**src/rtl/i2c_seq_pkg.sv**
```systemverilog
// Shared types for the single-byte I2C master sequencer.
// Transaction states, bit-slot quarters and field widths.
package i2c_seq_pkg;

  typedef enum logic [2:0] {
    IDLE,
    START,
    ADDR,
    AACK,
    DATA,
    DACK,
    STOP
  } state_t;

  typedef enum logic [1:0] {
    Q0,
    Q1,
    Q2,
    Q3
  } quarter_t;

  localparam int ADDR_BITS = 7;
  localparam int DATA_BITS = 8;

endpackage

```
**src/rtl/i2c_master_seq_if.sv**
```systemverilog
// Requester handshake plus open-drain pad bundle for i2c_master_seq.
// master = sequencer side, slave = requesters/pads side.
interface i2c_master_seq_if
  import i2c_seq_pkg::*;
#(
  parameter int NREQ = 4
);

  logic [NREQ-1:0]           req;
  logic [NREQ*ADDR_BITS-1:0] req_addr;
  logic [NREQ-1:0]           req_rw;
  logic [NREQ*DATA_BITS-1:0] req_wdata;
  logic [NREQ-1:0]           gnt;
  logic                      busy;
  logic                      done;
  logic                      ack_err;
  logic [DATA_BITS-1:0]      rdata;
  logic                      scl_o;
  logic                      sda_o;
  logic                      scl_i;
  logic                      sda_i;

  modport master (
    input  req, req_addr, req_rw, req_wdata,
    input  scl_i, sda_i,
    output gnt, busy, done, ack_err, rdata,
    output scl_o, sda_o
  );

  modport slave (
    output req, req_addr, req_rw, req_wdata,
    output scl_i, sda_i,
    input  gnt, busy, done, ack_err, rdata,
    input  scl_o, sda_o
  );

endinterface

```
**src/rtl/i2c_quarter_gen.sv**
```systemverilog
// SCL quarter-period timer: counts 0..DIVIDER-1 per quarter,
// freezes while the slave stretches SCL, held at zero by clear.
module i2c_quarter_gen
  import i2c_seq_pkg::*;
#(
  parameter int DIVIDER = 7000,
  parameter int CBITS   = 15
) (
  input  logic     clk,
  input  logic     rst,
  input  logic     stall,
  input  logic     clear,
  output quarter_t quarter,
  output logic     qend
);

  localparam logic [CBITS-1:0] LAST = CBITS'(DIVIDER - 1);

  logic [CBITS-1:0] cnt_q;
  quarter_t         q_q;

  assign qend    = !stall && (cnt_q == LAST);
  assign quarter = q_q;

  always_ff @(posedge clk) begin
    if (rst || clear) begin
      cnt_q <= '0;
      q_q   <= Q0;
    end else if (qend) begin
      cnt_q <= '0;
      q_q   <= quarter_t'(q_q + 2'd1);
    end else if (!stall) begin
      cnt_q <= cnt_q + CBITS'(1);
    end
  end

endmodule

```
**src/rtl/i2c_master_seq.sv**
```systemverilog
// Round-robin arbitrated single-byte I2C master: START, address,
// ACK, data, ACK, STOP on open-drain SCL/SDA with clock stretching.
module i2c_master_seq
  import i2c_seq_pkg::*;
#(
  parameter int NREQ    = 4,
  parameter int DIVIDER = 7000,
  parameter int CBITS   = 15
) (
  input logic clk,
  input logic rst,
  i2c_master_seq_if.master bus
);

  localparam int PW = $clog2(NREQ);

  state_t               state_q, state_d;
  logic [2:0]           bit_q, bit_d;
  logic [PW-1:0]        ptr_q, sel;
  logic                 found;
  logic [ADDR_BITS-1:0] addr_q;
  logic                 rw_q;
  logic [DATA_BITS-1:0] wdata_q, shift_q, rdata_q;
  logic                 ack_err_q, samp_q, done_q;
  logic [NREQ-1:0]      gnt_q;
  quarter_t             quarter;
  logic                 qend, slot_end, sample;
  logic                 scl, sda, hi, stall;
  logic [7:0]           abyte;

  logic [ADDR_BITS-1:0] addr_arr [NREQ];
  logic [DATA_BITS-1:0] wd_arr   [NREQ];

  for (genvar g = 0; g < NREQ; g++) begin : g_unpack
    assign addr_arr[g] = bus.req_addr[g*ADDR_BITS +: ADDR_BITS];
    assign wd_arr[g]   = bus.req_wdata[g*DATA_BITS +: DATA_BITS];
  end

  i2c_quarter_gen #(
    .DIVIDER(DIVIDER),
    .CBITS  (CBITS)
  ) u_qgen (
    .clk    (clk),
    .rst    (rst),
    .stall  (stall),
    .clear  (state_q == IDLE),
    .quarter(quarter),
    .qend   (qend)
  );

  assign slot_end = qend && (quarter == Q3);
  assign sample   = qend && (quarter == Q2);
  assign hi       = (quarter == Q2) || (quarter == Q3);
  assign stall    = scl && !bus.scl_i;
  assign abyte    = {addr_q, rw_q};

  // First pending request at or after the pointer, wrapping.
  always_comb begin
    int            j;
    logic [PW-1:0] jj;
    found = 1'b0;
    sel   = '0;
    for (int k = 0; k < NREQ; k++) begin
      j = int'(ptr_q) + k;
      if (j >= NREQ) j = j - NREQ;
      jj = PW'(j);
      if (!found && bus.req[jj]) begin
        found = 1'b1;
        sel   = jj;
      end
    end
  end

  always_comb begin
    state_d = state_q;
    bit_d   = bit_q;
    unique case (state_q)
      IDLE:  if (found) state_d = START;
      START: if (slot_end) begin
        state_d = ADDR;
        bit_d   = '0;
      end
      ADDR:  if (slot_end) begin
        bit_d = bit_q + 3'd1;
        if (bit_q == 3'd7) state_d = AACK;
      end
      AACK:  if (slot_end) state_d = samp_q ? STOP : DATA;
      DATA:  if (slot_end) begin
        bit_d = bit_q + 3'd1;
        if (bit_q == 3'd7) state_d = DACK;
      end
      DACK:  if (slot_end) state_d = STOP;
      STOP:  if (slot_end) state_d = IDLE;
      default: state_d = IDLE;
    endcase
  end

  always_comb begin
    scl = 1'b1;
    sda = 1'b1;
    unique case (state_q)
      IDLE:  ;
      START: sda = !hi;
      ADDR: begin
        scl = hi;
        sda = abyte[~bit_q];
      end
      DATA: begin
        scl = hi;
        sda = rw_q | wdata_q[~bit_q];
      end
      AACK, DACK: scl = hi;
      STOP: begin
        scl = hi;
        sda = (quarter == Q3);
      end
      default: ;
    endcase
  end

  always_ff @(posedge clk) begin
    if (rst) begin
      state_q   <= IDLE;
      bit_q     <= '0;
      ptr_q     <= '0;
      addr_q    <= '0;
      rw_q      <= 1'b0;
      wdata_q   <= '0;
      shift_q   <= '0;
      rdata_q   <= '0;
      ack_err_q <= 1'b0;
      samp_q    <= 1'b0;
      done_q    <= 1'b0;
      gnt_q     <= '0;
    end else begin
      state_q <= state_d;
      bit_q   <= bit_d;
      gnt_q   <= '0;
      done_q  <= 1'b0;
      if (state_q == IDLE && found) begin
        gnt_q     <= NREQ'(1) << sel;
        ptr_q     <= (int'(sel) == NREQ - 1) ? '0 : sel + PW'(1);
        addr_q    <= addr_arr[sel];
        rw_q      <= bus.req_rw[sel];
        wdata_q   <= wd_arr[sel];
        ack_err_q <= 1'b0;
      end
      if (sample) begin
        samp_q <= bus.sda_i;
        if (state_q == AACK && bus.sda_i) ack_err_q <= 1'b1;
        if (state_q == DACK && !rw_q && bus.sda_i) ack_err_q <= 1'b1;
        if (state_q == DATA) shift_q <= {shift_q[DATA_BITS-2:0], bus.sda_i};
      end
      if (slot_end && state_q == DACK && rw_q) rdata_q <= shift_q;
      if (slot_end && state_q == STOP) done_q <= 1'b1;
    end
  end

  assign bus.gnt     = gnt_q;
  assign bus.busy    = (state_q != IDLE);
  assign bus.done    = done_q;
  assign bus.ack_err = ack_err_q;
  assign bus.rdata   = rdata_q;
  assign bus.scl_o   = scl;
  assign bus.sda_o   = sda;

endmodule

```
**src/flat_wrapper.sv**
```systemverilog
// flat-port wrapper written by rule: the top's interface ports become plain ports
module i2c_master_seq_flat import i2c_seq_pkg::*;
#(
  parameter int NREQ    = 4,
  parameter int DIVIDER = 7000,
  parameter int CBITS   = 15
)
  (clk, rst, bus_req, bus_req_addr, bus_req_rw, bus_req_wdata, bus_scl_i, bus_sda_i, bus_gnt, bus_busy, bus_done, bus_ack_err, bus_rdata, bus_scl_o, bus_sda_o);
  i2c_master_seq_if #(.NREQ(NREQ)) bus_i ();
  input logic clk;
  input logic rst;
  input wire logic [$bits(bus_i.req)-1:0] bus_req;
  input wire logic [$bits(bus_i.req_addr)-1:0] bus_req_addr;
  input wire logic [$bits(bus_i.req_rw)-1:0] bus_req_rw;
  input wire logic [$bits(bus_i.req_wdata)-1:0] bus_req_wdata;
  input wire logic [$bits(bus_i.scl_i)-1:0] bus_scl_i;
  input wire logic [$bits(bus_i.sda_i)-1:0] bus_sda_i;
  output wire logic [$bits(bus_i.gnt)-1:0] bus_gnt;
  output wire logic [$bits(bus_i.busy)-1:0] bus_busy;
  output wire logic [$bits(bus_i.done)-1:0] bus_done;
  output wire logic [$bits(bus_i.ack_err)-1:0] bus_ack_err;
  output wire logic [$bits(bus_i.rdata)-1:0] bus_rdata;
  output wire logic [$bits(bus_i.scl_o)-1:0] bus_scl_o;
  output wire logic [$bits(bus_i.sda_o)-1:0] bus_sda_o;
  assign bus_i.req = bus_req;
  assign bus_i.req_addr = bus_req_addr;
  assign bus_i.req_rw = bus_req_rw;
  assign bus_i.req_wdata = bus_req_wdata;
  assign bus_i.scl_i = bus_scl_i;
  assign bus_i.sda_i = bus_sda_i;
  assign bus_gnt = bus_i.gnt;
  assign bus_busy = bus_i.busy;
  assign bus_done = bus_i.done;
  assign bus_ack_err = bus_i.ack_err;
  assign bus_rdata = bus_i.rdata;
  assign bus_scl_o = bus_i.scl_o;
  assign bus_sda_o = bus_i.sda_o;
  i2c_master_seq #(.NREQ(NREQ), .DIVIDER(DIVIDER), .CBITS(CBITS)) u_core (.clk(clk), .rst(rst), .bus(bus_i));
endmodule
```
**config.mk**
```make
export PLATFORM = sky130hd
export DESIGN_NAME = i2c_master_seq_flat
export DESIGN_NICKNAME = d
export VERILOG_FILES = /design/src/rtl/i2c_seq_pkg.sv /design/src/rtl/i2c_master_seq_if.sv /design/src/rtl/i2c_quarter_gen.sv /design/src/rtl/i2c_master_seq.sv /design/src/flat_wrapper.sv
export SDC_FILE = /design/constraint.sdc
export NUM_CORES = 1
export LEC_CHECK = 0
export CORE_MARGIN = 2
export CORE_UTILIZATION = 44
export CTS_CLUSTER_DIAMETER = 100
export CTS_CLUSTER_SIZE = 30
export DETAILED_ROUTE_END_ITERATION = 8
export PLACE_DENSITY_LB_ADDON = 0.3
export SYNTH_ARGS = -nofsm -noshare
export SYNTH_HDL_FRONTEND = slang
export SYNTH_SLANG_ARGS = --single-unit
```
**constraint.sdc**
```tcl
create_clock -name clk -period 2.05 [get_ports clk]
set_clock_uncertainty 0.15 [all_clocks]
set_input_delay 0.41 -clock clk [delete_from_list [all_inputs] [get_ports clk]]
set_output_delay 0.41 -clock clk [all_outputs]
set_load 0.05 [all_outputs]
```
==> results.sh <==
export IMPL_slew_headroom_pct=64.9
export IMPL_start_util_pct=45.1
export IMPL_vdd_drop_max_v=0.000383
export IMPL_grt_max_degree=26
export IMPL_finalHoldViolCount=0
export IMPL_dpl_hpwl_um=6810
export IMPL_hold_slack_ps=323
export IMPL_core_area_um2=7690
export IMPL_start_kind="flop"
export IMPL_worstSetupStartpoint="u_core.bit_q[0]"
export IMPL_drt_pass1_iterations=4
export IMPL_postRouteWirelength_um=9150
export IMPL_crit_type="reg -> out"
export IMPL_cp_cell_sequence="mux4_2 > mux2_4 > o32ai_4 > a21oi_4 > buf_6"
export IMPL_synth_edf_count=0
export IMPL_yosysSeqAreaShare_pct=36.9
export IMPL_cts_buffers=9
export IMPL_worstSkewPairLatency_ps=340
export IMPL_syn_to_final_growth_pct=46.1
export IMPL_worstPathMaxFanout=4
export IMPL_dieArea_um2=8610
export IMPL_die_height_um=92.8
export IMPL_ant_nets=0
export IMPL_p_switching_uw=964
export IMPL_vias=3355
export IMPL_worst_slack_ps=-553
export IMPL_drt_iter0_markers=147
export IMPL_fin_crit_ps=2600
export IMPL_cts_root_buf="clkbuf_8"
export IMPL_cts_clk_slew_worst_paths_ps=80
export IMPL_p_sw_share_pct=28.6
export IMPL_clk_path_buf_depth=2
export IMPL_power_share_combinational_pct=27.3
export IMPL_r2r_start="u_core.u_qgen.cnt_q[13]"
export IMPL_grt_pass1_vias=3155
export IMPL_postCtsHoldBufs=0
export IMPL_finalPower_uw=3370
export IMPL_fmax_mhz=384
export IMPL_antenna_cells=0
export IMPL_synthesis_nets=466
export IMPL_fill_cells=650
export IMPL_rsz0062_at_grt="true"
export IMPL_crit_family="multiplexers"
export IMPL_violations="setup timing"
export IMPL_synthFlopType="dfxtp_1"
export IMPL_drc=0
export IMPL_status="finished with violations"
export IMPL_grt_first_pass_wirelength_um=14600
export IMPL_end_kind="output port"
export IMPL_h_tree_depth=3
export IMPL_setup_viol=1
export IMPL_p_leak_uw=0.00209
export IMPL_synth_seq_cells=64
export IMPL_final_cell_mix="clkdlybuf4s50_1, dfxtp_1, buf_4"
export IMPL_hold_start="u_core.bus.ack_err"
export IMPL_mostFrequentLayoutCell="clkdlybuf4s50_1"
export IMPL_overflow=0
export IMPL_drive_gt1_share_pct=22.5
export IMPL_dp_slack_ps=-209
export IMPL_arrival_ps=2040
export IMPL_required_ps=1490
export IMPL_num_rows=32
export IMPL_clock_sinks=64
export IMPL_clkPwrFrac_pct=31.9
export IMPL_p_seq_share_pct=40.9
export IMPL_drv_slew=0
export IMPL_crit_slowest_cell="mux4_2"
export IMPL_worst_slew_pin_slew_ps=529
export IMPL_place_congestion=0.864
export IMPL_synthesis_area_um2=3470
export IMPL_via_per_inst=5.44
export IMPL_antenna_found_initial=0
export IMPL_ys_warn_count=0
export IMPL_finalCritPeriodShare_pct=127
export IMPL_die_x_um=92.8
export IMPL_hp_class="reg -> reg"
export IMPL_port_buffers=88
export IMPL_fin_tns_setup_ps=-553
export IMPL_ios=89
export IMPL_p_int_uw=2410
export IMPL_grt_usage_pct=21.3
export IMPL_cts_tree="yes"
export IMPL_async_reset_ff_share_pct=0
export IMPL_max_stage_delay_ps=510
export IMPL_wl_per_cell_um=14.8
export IMPL_nets=588
export IMPL_drv_cap=0
export IMPL_synthCells=389
export IMPL_powerDensity_nw_per_um2=665
export IMPL_avgSynthCellArea_um2=8.92
export IMPL_worst_path_buf_inv=1
export IMPL_synth_cell_types=54
## power by group through the flow
stage | Combinational (uW) | Clock, uW | Sequential [uW]
finish | 920 | 1070 | 1380
global route | 995 | 1160 | 1390
CTS | 910 | 1100 | 1380
detailed placement | 901 | 0 | 1400
global placement | 877 | 0 | 1400
floorplan | 500 | 0 | 1410
## flip-flops by register name, summed over array words and instances, names as in the netlist, 2 cells and up
register               flops
u_core.u_qgen.cnt_q       15
u_core.bus.rdata           8
u_core.shift_q             8
u_core.addr_q              7
u_core.ptr_q               2
u_core.state_q             3
u_core.bit_q               3
u_core.bus.gnt             4
u_core.wdata_q             8
u_core.u_qgen.quarter      2
## worst reg2reg max path, cell delays in order, from the launching register on
cell and delay (ps):
dfxtp_2 340, or4b_4 560, nor4_4 170, buf_4 190, nand4_4 220, mux2i_1 210
nor2_1 60
## cell families (layout without fill, tap and decap cells)
kind of cell               Yosys count  after routing  synth area share, %
AOI/OAI and AO/OA                   78             78                 15.9
xor gates and xnor gates            15             15                 3.78
adders and majority gates            6              6                 2.09
buffers and inverters               33            158                 4.58
DFF                                 64             64                 36.9
muxes                               42             42                 13.7
and+or+nand+nor                    151            152                 23.1
## per-stage QoR
stage                     area (um2)  util [%]  std cells
after floorplan                 3510         -        389
after global placement          4740      61.6        596
after detailed placement        4740      61.6        596
after CTS                       4990      64.9        614
after global routing            5070      66.0        617
final                           5070      66.0        617
## routing by layer
metal | part of all wire (%) | GRT usage, % | vias up
li1 | - | - | 1670
met4 | 0.86 | 5.51 | 0
met2 | 52 | 37.9 | 90
met1 | 43 | 25.8 | 1589
met3 | 4.6 | 4.64 | 6
met5 | 0 | 0 | -
## synth_stat cells, types with 7 or more instances
cell type / n / area [um2]
xnor2_1: 10 / 87.6
nor2_1: 43 / 161
nand2_1: 34 / 128
inv_1: 7 / 26.3
o211ai_1: 18 / 135
clkbuf_1: 14 / 52.6
nand4_1: 9 / 56.3
a211o_1: 16 / 140
a21oi_1: 11 / 55.1
o21ai_0: 20 / 100
mux2i_1: 35 / 350
nor3_1: 9 / 45.0
dfxtp_1: 64 / 1280
nand3_1: 24 / 120
## cell type report
| type | count | area [um2] | area share, % |
|---|---|---|---|
| clock inverter | 3 | 42.5 | 0.839 |
| clock buffer | 12 | 155 | 3.06 |
| multi-input combinational | 293 | 2150 | 42.4 |
| inverter | 8 | 30.0 | 0.592 |
| timing repair buffer | 135 | 1270 | 25.1 |
| tap | 102 | 128 | 2.52 |
| sequential | 64 | 1290 | 25.5 |
## path summary, 6_finish.rpt
path | to | slack (ps) | cells after the start
min reg2reg | u_core.bus.ack_err | 320 | 2
max | bus_sda_o | -550 | 5
max reg2reg | u_core.shift_q[7] | 40 | 6
min | u_core.bus.ack_err | 320 | 2
## what timing repair did
action	CTS	global route
endpoints found under the hold margin	0	0
pin swaps	3	3
setup endpoints to repair	40	42
resized for setup	11	12
gates cloned	0	1
setup buffers	3	2
No activity file was read; power rests on OpenSTA's default activity.
